--- config.mk ---
export PLATFORM = sky130hd
export DESIGN_NAME = rs_issue_scheduler
export DESIGN_NICKNAME = d
export VERILOG_FILES = /design/src/rtl/rs_issue_scheduler.sv
export SDC_FILE = /design/constraint.sdc
export NUM_CORES = 1
export LEC_CHECK = 0
export BUFFER_PORTS_ARGS = -buffer_cell sky130_fd_sc_hd__buf_2
export CAP_MARGIN = 20
export CORE_ASPECT_RATIO = 0.6
export CORE_MARGIN = 2
export CORE_UTILIZATION = 45
export CTS_BUF_LIST = sky130_fd_sc_hd__clkbuf_8
export DETAILED_ROUTE_END_ITERATION = 16
export HOLD_SLACK_MARGIN = 0.02
export MAX_ROUTING_LAYER = met4
export PLACE_DENSITY = 0.68
export SETUP_SLACK_MARGIN = 0.5
export SLEW_MARGIN = 30
export SYNTH_ARGS = -nofsm -noshare
export SYNTH_HDL_FRONTEND = slang
export SYNTH_SLANG_ARGS = --single-unit
--- constraint.sdc ---
create_clock -name clk -period 2.49 [get_ports clk]
set_clock_uncertainty 0.2 [all_clocks]
set_input_delay 0.1245 -clock clk [delete_from_list [all_inputs] [get_ports clk]]
set_output_delay 0.1245 -clock clk [all_outputs]
set_load 0.1 [all_outputs]
--- src/rtl/rs_issue_scheduler.sv ---
// Reservation-station controller: lowest-free allocation on the dispatch side and
// round-robin issue with a registered valid/ready handshake to one functional unit.
module rs_issue_scheduler #(
  parameter int NUM_RS    = 4,
  parameter int IDX_WIDTH = 2,
  parameter int CNT_WIDTH = 16
) (
  input  logic                 clk,
  input  logic                 reset,
  input  logic                 flush,
  input  logic [NUM_RS-1:0]    rs_busy,
  input  logic [NUM_RS-1:0]    rs_ready,
  input  logic                 dispatch_valid,
  output logic                 dispatch_stall,
  output logic [NUM_RS-1:0]    rs_enable,
  output logic                 issue_valid,
  output logic [NUM_RS-1:0]    issue_grant,
  output logic [IDX_WIDTH-1:0] issue_index,
  input  logic                 fu_ready,
  output logic                 issue_accept,
  output logic [CNT_WIDTH-1:0] stall_count,
  output logic [IDX_WIDTH:0]   occupancy
);

  localparam int OCC_W = IDX_WIDTH + 1;

  typedef enum logic {IDLE, HOLD} state_t;

  state_t                 state_q, state_d;
  logic [NUM_RS-1:0]      grant_q, grant_d;
  logic [NUM_RS-1:0]      last_accept_q, last_accept_d;
  logic [IDX_WIDTH-1:0]   index_q, index_d;
  logic [IDX_WIDTH-1:0]   rr_ptr_q, rr_ptr_d;
  logic [CNT_WIDTH-1:0]   stall_count_q;

  logic [NUM_RS-1:0]      free;
  logic [NUM_RS-1:0]      cand;
  logic [IDX_WIDTH-1:0]   arb_ptr;
  logic [IDX_WIDTH-1:0]   arb_idx;
  logic [IDX_WIDTH-1:0]   scan_idx;
  logic                   arb_found;

  // Allocation: lowest free station, suppressed during reset and flush.
  always_comb begin
    free           = ~rs_busy;
    rs_enable      = '0;
    dispatch_stall = 1'b0;
    if (reset && !flush && dispatch_valid) begin
      if (free != '0) rs_enable = free & (~free + NUM_RS'(1));
      else            dispatch_stall = 1'b1;
    end
  end

  always_comb begin
    occupancy = '0;
    for (int unsigned i = 0; i < NUM_RS; i++) begin
      occupancy = occupancy + OCC_W'(rs_busy[i]);
    end
  end

  assign issue_valid  = (state_q == HOLD);
  assign issue_grant  = grant_q;
  assign issue_index  = index_q;
  assign issue_accept = reset & issue_valid & fu_ready;
  assign stall_count  = stall_count_q;

  // On an accept the search restarts just past the accepted station and also
  // excludes it, so back-to-back issue never re-grants a stale ready flag.
  always_comb begin
    arb_ptr   = issue_accept ? index_q + IDX_WIDTH'(1) : rr_ptr_q;
    cand      = rs_ready & ~(last_accept_q | (issue_accept ? grant_q : '0));
    arb_found = 1'b0;
    arb_idx   = '0;
    scan_idx  = '0;
    for (int unsigned i = 0; i < NUM_RS; i++) begin
      scan_idx = arb_ptr + IDX_WIDTH'(i);
      if (!arb_found && cand[scan_idx]) begin
        arb_found = 1'b1;
        arb_idx   = scan_idx;
      end
    end
  end

  always_comb begin
    state_d       = state_q;
    grant_d       = grant_q;
    index_d       = index_q;
    rr_ptr_d      = rr_ptr_q;
    last_accept_d = '0;
    case (state_q)
      IDLE: begin
        if (arb_found) begin
          state_d = HOLD;
          grant_d = NUM_RS'(1) << arb_idx;
          index_d = arb_idx;
        end
      end
      HOLD: begin
        if (fu_ready) begin
          last_accept_d = grant_q;
          rr_ptr_d      = index_q + IDX_WIDTH'(1);
          if (arb_found) begin
            grant_d = NUM_RS'(1) << arb_idx;
            index_d = arb_idx;
          end else begin
            state_d = IDLE;
            grant_d = '0;
            index_d = '0;
          end
        end else if ((rs_ready & grant_q) == '0) begin
          state_d = IDLE;
          grant_d = '0;
          index_d = '0;
        end
      end
      default: state_d = IDLE;
    endcase
  end

  always_ff @(posedge clk) begin
    if (!reset) begin
      state_q       <= IDLE;
      grant_q       <= '0;
      index_q       <= '0;
      rr_ptr_q      <= '0;
      last_accept_q <= '0;
    end else if (flush) begin
      state_q       <= IDLE;
      grant_q       <= '0;
      index_q       <= '0;
      last_accept_q <= '0;
    end else begin
      state_q       <= state_d;
      grant_q       <= grant_d;
      index_q       <= index_d;
      rr_ptr_q      <= rr_ptr_d;
      last_accept_q <= last_accept_d;
    end
  end

  always_ff @(posedge clk) begin
    if (!reset)
      stall_count_q <= '0;
    else if (dispatch_stall && stall_count_q != '1)
      stall_count_q <= stall_count_q + CNT_WIDTH'(1);
  end

endmodule

After elaboration in Yosys (flattened, before gate mapping):

Index checks and enable logic that the tools add are counted.

* $add $sub $neg: 9
* $mul: 0
* divide/modulo/power cells: 0
* magnitude comparators: 4
* equality and inequality tests: 3
* shifts and indexed selects: 1
* multiplexer cells: 36
* bitwise logic cells: 13
* reduce and logical (&&, ||, !) cells: 16

Operators with widths (count)
* 4-bit 2-to-1 mux: 7
* 2-bit 2-to-1 mux: 9
* 16-bit by 1-bit adder with 16-bit output (second input constant): 1
* 16-bit inequality test (second input constant): 1
* 1-bit 2-to-1 mux: 13
* 4-bit AND: 3
* 2-bit by 3-bit less-than comparator with 1-bit output (second input constant): 4
* 4-bit inverter: 3
* 1-bit binary-select mux with 2-bit select: 4
* 4-bit one-hot mux with 2 select lines: 1
* 1-bit logical AND: 6
* 2-bit by 1-bit adder with 2-bit output (second input constant): 2
* 2-bit adder (second input constant): 2
* 4-bit by 1-bit adder with 4-bit output (second input constant): 1
* 1-bit zero test: 4
* 4-bit zero test: 1
* 1-bit inverter: 4
* 4-bit bitwise OR: 1
* 2-bit one-hot mux with 2 select lines: 1
* 4-bit nonzero test: 1
* 4-bit OR reduction: 1
* 1-bit by 2-bit left shift with 4-bit output (first input constant): 1
* 2-bit by 1-bit adder with 3-bit output: 1
* 3-bit by 1-bit adder with 3-bit output: 1
* other kinds (8): 9

* register bits after elaboration: 29
* bits in latches: 0
* memory bits (writable): 0
* memory bits (read-only): 0
* input bits: 13
* output and inout port bits: 32
* logic and storage cells: 88
* memories kept: 0

Logic depth before layout (Yosys ltp):

* word-level depth: 22
* mapped depth: 7
* depth with buffers taken out: 6

Worst setup path before layout:

OpenSTA, ideal clock, no wires.

* path kind: input to output
* start point: input flush
* end point: output rs_enable[3]
* arrival time: 3.382 ns
* data required time: 2.166 ns
* path slack: -1.216 ns
* cell stages on the path: 4
* buffers on the path: 1
* cell sequence: and2b_1 > buf_4 > nand2_1 > nor4_1

* longest elaborated chain between the ends: 4

RTL lines
* start: declaration: line 10 `input logic flush,`
* 1-bit zero test: line 48 `if (reset && !flush && dispatch_valid) begin`
* 1-bit logical AND (2 in series): line 48
* 4-bit 2-to-1 mux: line 48
* end: declaration: line 15 `output logic [NUM_RS-1:0] rs_enable,`

No other way between the ends.

Final worst setup path:

* start point: register state_q, in the netlist issue_valid
* end point: register grant_q[2], in the netlist issue_grant[2]

* longest elaborated chain between the ends: 22
* elaborated cells on any way between the ends: 41
* classes of those cells: add/sub (3); eq/ne (2); shift (1); mux (22); bitwise (6); reduce/logical (7)

RTL lines
* start: declaration: line 29 `state_t state_q, state_d;`
* start signal: assignment: line 133 `state_q <= state_d;`
* 1-bit AND (2 in series): line 64 `assign issue_accept = reset & issue_valid & fu_ready;`
* 4-bit 2-to-1 mux: line 71 `cand = rs_ready & ~(last_accept_q | (issue_accept ? grant_q : '0));`
* 4-bit bitwise OR: line 71
* 4-bit inverter: line 71
* 4-bit AND: line 71
* 1-bit binary-select mux with 2-bit select: line 77 `if (!arb_found && cand[scan_idx]) begin`
* 1-bit 2-to-1 mux (not written as such): line 77
* 1-bit 2-to-1 mux: line 77
* (+5 left out)
* 1-bit 2-to-1 mux: line 77
* 1-bit zero test: line 77
* 1-bit logical AND: line 77
* 2-bit 2-to-1 mux: line 77
* 1-bit by 2-bit left shift with 4-bit output: line 94, 103
* 4-bit 2-to-1 mux: line 102 `if (arb_found) begin`
* 4-bit 2-to-1 mux: line 99 `if (fu_ready) begin`
* 4-bit one-hot mux with 2 select lines: line 90 `case (state_q)`
* end signal: assignment: line 134 `grant_q <= grant_d;`
* end: declaration: line 30 `logic [NUM_RS-1:0] grant_q, grant_d;`

Parallel ways exist; a longest one is shown, timed or not. The select of a mux whose other input is x is not followed.
A chain may end at the register's enable or synchronous reset.

==> load_flow_metrics.sql <==
INSERT INTO impl_metrics (metric_group, metric, value, unit) VALUES
('clock_network', 'cts_made_buffers', '5', ''),
('clock_network', 'clk-insertion-delay-late', '0.28', 'ns'),
('global_routing', 'grt_overflow', '0', ''),
('flow_run', 'timing.max_cap.violations', '0', ''),
('floorplanning', 'fp.dieArea', '0.004344', 'mm²'),
('sta', 'tightest_slew', '0.5561', 'ns'),
('yosys', 'synth-async-reset-ratio', '0', ''),
('pwr', 'irDropWorstVdd', '0.4119', 'mV'),
('global_routing', 'grt_pass1_vias', '1472', ''),
('yosys', 'synth_cells', '181', ''),
('yosys', 'synthesis.area', '0.001718', 'mm²'),
('layout', 'n_antenna_cell', '0', ''),
('sta', 'finalSetupViolations', '0', ''),
('setup_path', 'timing.critical_path.slowest_stage_cell', 'sky130_fd_sc_hd__dfxtp_4', ''),
('drt', 'route.final.wire_length', '4253', 'µm'),
('setup_path', 'worst_ep_arrival_time', '1.91', 'ns'),
('drt', 'postRouteAntennaNets', '0', ''),
('yosys', 'synth-warning-count', '0', ''),
('sta', 'tns', '0', 'ns'),
('placed_design', 'io_buffers', '44', ''),
('sta', 'clock.fmax', '513.8', 'MHz'),
('yosys', 'postSynthRegisterBits', '29', ''),
('drt', 'wl_per_cell', '15.19', 'µm'),
('worst_hold_path', 'hold_class', 'primary input to flip-flop', ''),
('setup_path', 'critical_path.max_fanout', '8', ''),
('setup_path', 'slowest_delay', '0.37', 'ns'),
('floorplanning', 'placement_rows', '17', ''),
('pwr', 'p_leak', '1.018', 'nW'),
('yosys', 'synth_enable_flop_cells', '0', ''),
('setup_path', 'worstPathRequired', '2.45', 'ns'),
('drt', 'route.detailed.drc', '0', ''),
('sta', 'slew_headroom', '0.6262', ''),
('placed_design', 'dp_hpwl', '3176', 'µm'),
('drt', 'drt-initial-drc-count', '66', ''),
('floorplanning', 'die_y_extent', '51.86', 'µm'),
('clock_network', 'clk_transition_reported_paths', '0.06', 'ns'),
('drt', 'dr_total_vias', '1570', ''),
('global_routing', 'grt_pass1_wl', '7072', 'µm'),
('clock_network', 'cts.htree.levels', '2', ''),
('floorplanning', 'pin_count', '45', ''),
('clock_network', 'clk_root_buffer_cell', 'sky130_fd_sc_hd__clkbuf_8', ''),
('global_routing', 'grt_start_max_net_pins', '15', ''),
('floorplanning', 'die_width', '83.77', 'µm'),
('layout', 'finalCoreUtilization', '0.6406', ''),
('setup_path', 'category_of_the_worst_setup_path_capture_point', 'flip-flop', ''),
('yosys', 'synth.net_count', '200', ''),
('clock_network', 'cts_tree', 'yes', ''),
('floorplanning', 'floorplan.core_area', '0.003659', 'mm²'),
('clock_network', 'clock-sinks', '29', ''),
('layout', 'ratio_of_cells_with_drive_above_1_in_the_final_layout', '0.4807', ''),
('drt', 'detailedRoute.firstPassIterationCount', '4', ''),
('yosys', 'syn_avg_cell_area', '9.491', 'µm²'),
('placed_design', 'gpl.final_weighted_congestion', '0.8437', ''),
('sta', 'holdWs', '0.04706', 'ns'),
('layout', 'syn_to_final_growth', '36.42', '%'),
('layout', 'finalNetCount', '251', ''),
('yosys', 'seq_area_frac_synth', '0.3379', ''),
('sta', 'slew_viol_final', '0', ''),
('pwr', 'pwr_density_cell', '454.7', 'mW/mm²'),
('outcome', 'result_of_the_run', 'complete, no violations', ''),
('sta', 'rsz0062_at_grt', 'yes', ''),
('global_routing', 'globalRouteTotalUtil', '0.2156', ''),
('clock_network', 'clock_tree.buffer_depth', '2', ''),
('setup_path', 'path_cells', 'and3_4 > buf_4 > mux2i_2 > o21ai_1 > o31a_1 > a32o_1', ''),
('drt', 'post_drt_via_cell_ratio', '5.607', ''),
('sta', 'timing.final.hold_violations', '0', ''),
('yosys', 'dominantRegCellSynth', 'sky130_fd_sc_hd__dfxtp_1', ''),
('setup_path', 'critical_path_startpoint_category', 'flip-flop', ''),
('sta', 'final_period_demand_of_the_worst_path', '1.946', 'ns'),
('floorplanning', 'effective_utilization_at_floorplan', '0.4696', ''),
('sta', 'fin_crit_sh', '0.7816', ''),
('setup_path', 'worstSetupPathType', 'flip-flop to flip-flop', ''),
('yosys', 'number_of_distinct_library_cell_variants_in_the_gate_level_netlist_after_synthesis', '58', ''),
('global_routing', 'grt_antenna_before_repair', '0', '');
==> critical path: cells and delay by family (launching register included) <==
family          cells  cell delay [ns]
compound gates      3             0.59
buf+inv             1             0.14
flops               1             0.37
mux                 1             0.24
simple gates        1             0.28
==> per-layer routing <==
layer	vias to the layer above	track usage	share of wire
li1	776	-	-
met1	724	0.2924	0.50
met2	64	0.3227	0.43
met3	6	0.05079	0.063
met4	0	0.06720	0.011
met5	-	-	0
==> flip-flops by register name, indices dropped and copies added, names as in the netlist <==
name	cells
last_accept_q	4
stall_count	16
issue_grant	4
issue_valid	1
rr_ptr_q	2
issue_index	2
==> final timing paths <==
check / endpoint / slack [ns] / from / cells past startpoint
max: issue_grant[2] / 0.54 / issue_valid / 6
min: stall_count[13] / 0.05 / reset / 3
max reg2reg: issue_grant[2] / 0.54 / issue_valid / 6
min reg2reg: stall_count[15] / 0.27 / stall_count[15] / 1
==> logic make-up after synthesis <==
logic type	Yosys count	synth area share
adder cells (fa/ha/maj)	6	0.04807
XOR/XNOR	9	0.04589
buffers and inverters	14	0.04589
flip-flops	29	0.3379
multiplexers	6	0.03714
AO/OA/AOI/OAI	36	0.1748
AND/OR/NAND/NOR	81	0.3103
==> metrics by stage <==
stage / cells / area (µm²) / worst slack, ns / total power, W
4_1_cts: 277 / 2256 / 0.5020 / 0.001048
6_report: 280 / 2344 / 0.5437 / 0.001066
3_5_place_dp: 267 / 2146 / 0.3372 / 0.0006814
5_1_grt: 280 / 2344 / 0.4005 / 0.001121
2_1_floorplan: 181 / 1917 / 0.2957 / 0.0006452
3_3_place_gp: 267 / 2146 / 0.3783 / 0.0006767
==> power by group <==
part,switching (W),total [W],internal (W)
clock,0.000174,0.000362,0.000188
combinational,0.000169,0.000242,0.0000725
sequential,0.00000862,0.000462,0.000453
==> cell type report <==
type	instances	area, µm²
multi-input cells	138	1234
clock inverters	3	12.51
inverters	8	30.03
repair buffers	50	290.3
flip-flops and latches	29	649.4
fillers	291	1315
clock buffers	5	68.82
well taps	47	58.81
==> layout by cell type (no fill, tap or decap), types with 3 or more instances in the layout <==
cell	n
sky130_fd_sc_hd__dfxtp_2	7
sky130_fd_sc_hd__nand3_1	7
sky130_fd_sc_hd__buf_4	5
sky130_fd_sc_hd__inv_1	8
sky130_fd_sc_hd__nand2_1	10
sky130_fd_sc_hd__nand2b_1	4
sky130_fd_sc_hd__nor3_1	4
sky130_fd_sc_hd__xor2_1	7
sky130_fd_sc_hd__dfxtp_1	6
sky130_fd_sc_hd__dfxtp_4	16
sky130_fd_sc_hd__mux2_4	3
sky130_fd_sc_hd__nand4_1	3
sky130_fd_sc_hd__o31ai_1	3
sky130_fd_sc_hd__nor3b_1	4
sky130_fd_sc_hd__or3_4	3
sky130_fd_sc_hd__buf_2	41
sky130_fd_sc_hd__clkbuf_8	5
sky130_fd_sc_hd__nor2b_1	3
sky130_fd_sc_hd__o21a_1	6
sky130_fd_sc_hd__and2_1	16
sky130_fd_sc_hd__ha_1	3
==> synthesized netlist by cell type, drive strengths merged (3+ instances only) <==
cell type  instances  area [µm²]
mux2i              3       30.03
nand2             10       37.54
nor4               3       25.02
a21boi             5       37.53
xor2               8       70.07
mux2               3       33.78
buf                4       41.29
o41ai              4       50.05
o21ai              3       15.01
o21a               6       45.04
inv                8       30.03
and2              16       100.1
and3               4       30.03
nand2b             4       25.02
or3                3       23.77
o31ai              3       22.52
nor3b              6       50.05
nand3              8       45.04
ha                 5       62.56
nor3               7       40.04
nor2b              3       18.77
dfxtp             29       580.6
nand4              5       43.79
==> timing repair <==
item                                    4_1_cts  5_1_grt
resized for setup                             3       11
hold endpoints to repair                      9        0
hold buffers                                  2        0
endpoints found under the setup margin        2       18
setup buffers                                 0        3
pin swaps                                     0        5
No activity file was read; power rests on OpenSTA's default activity.
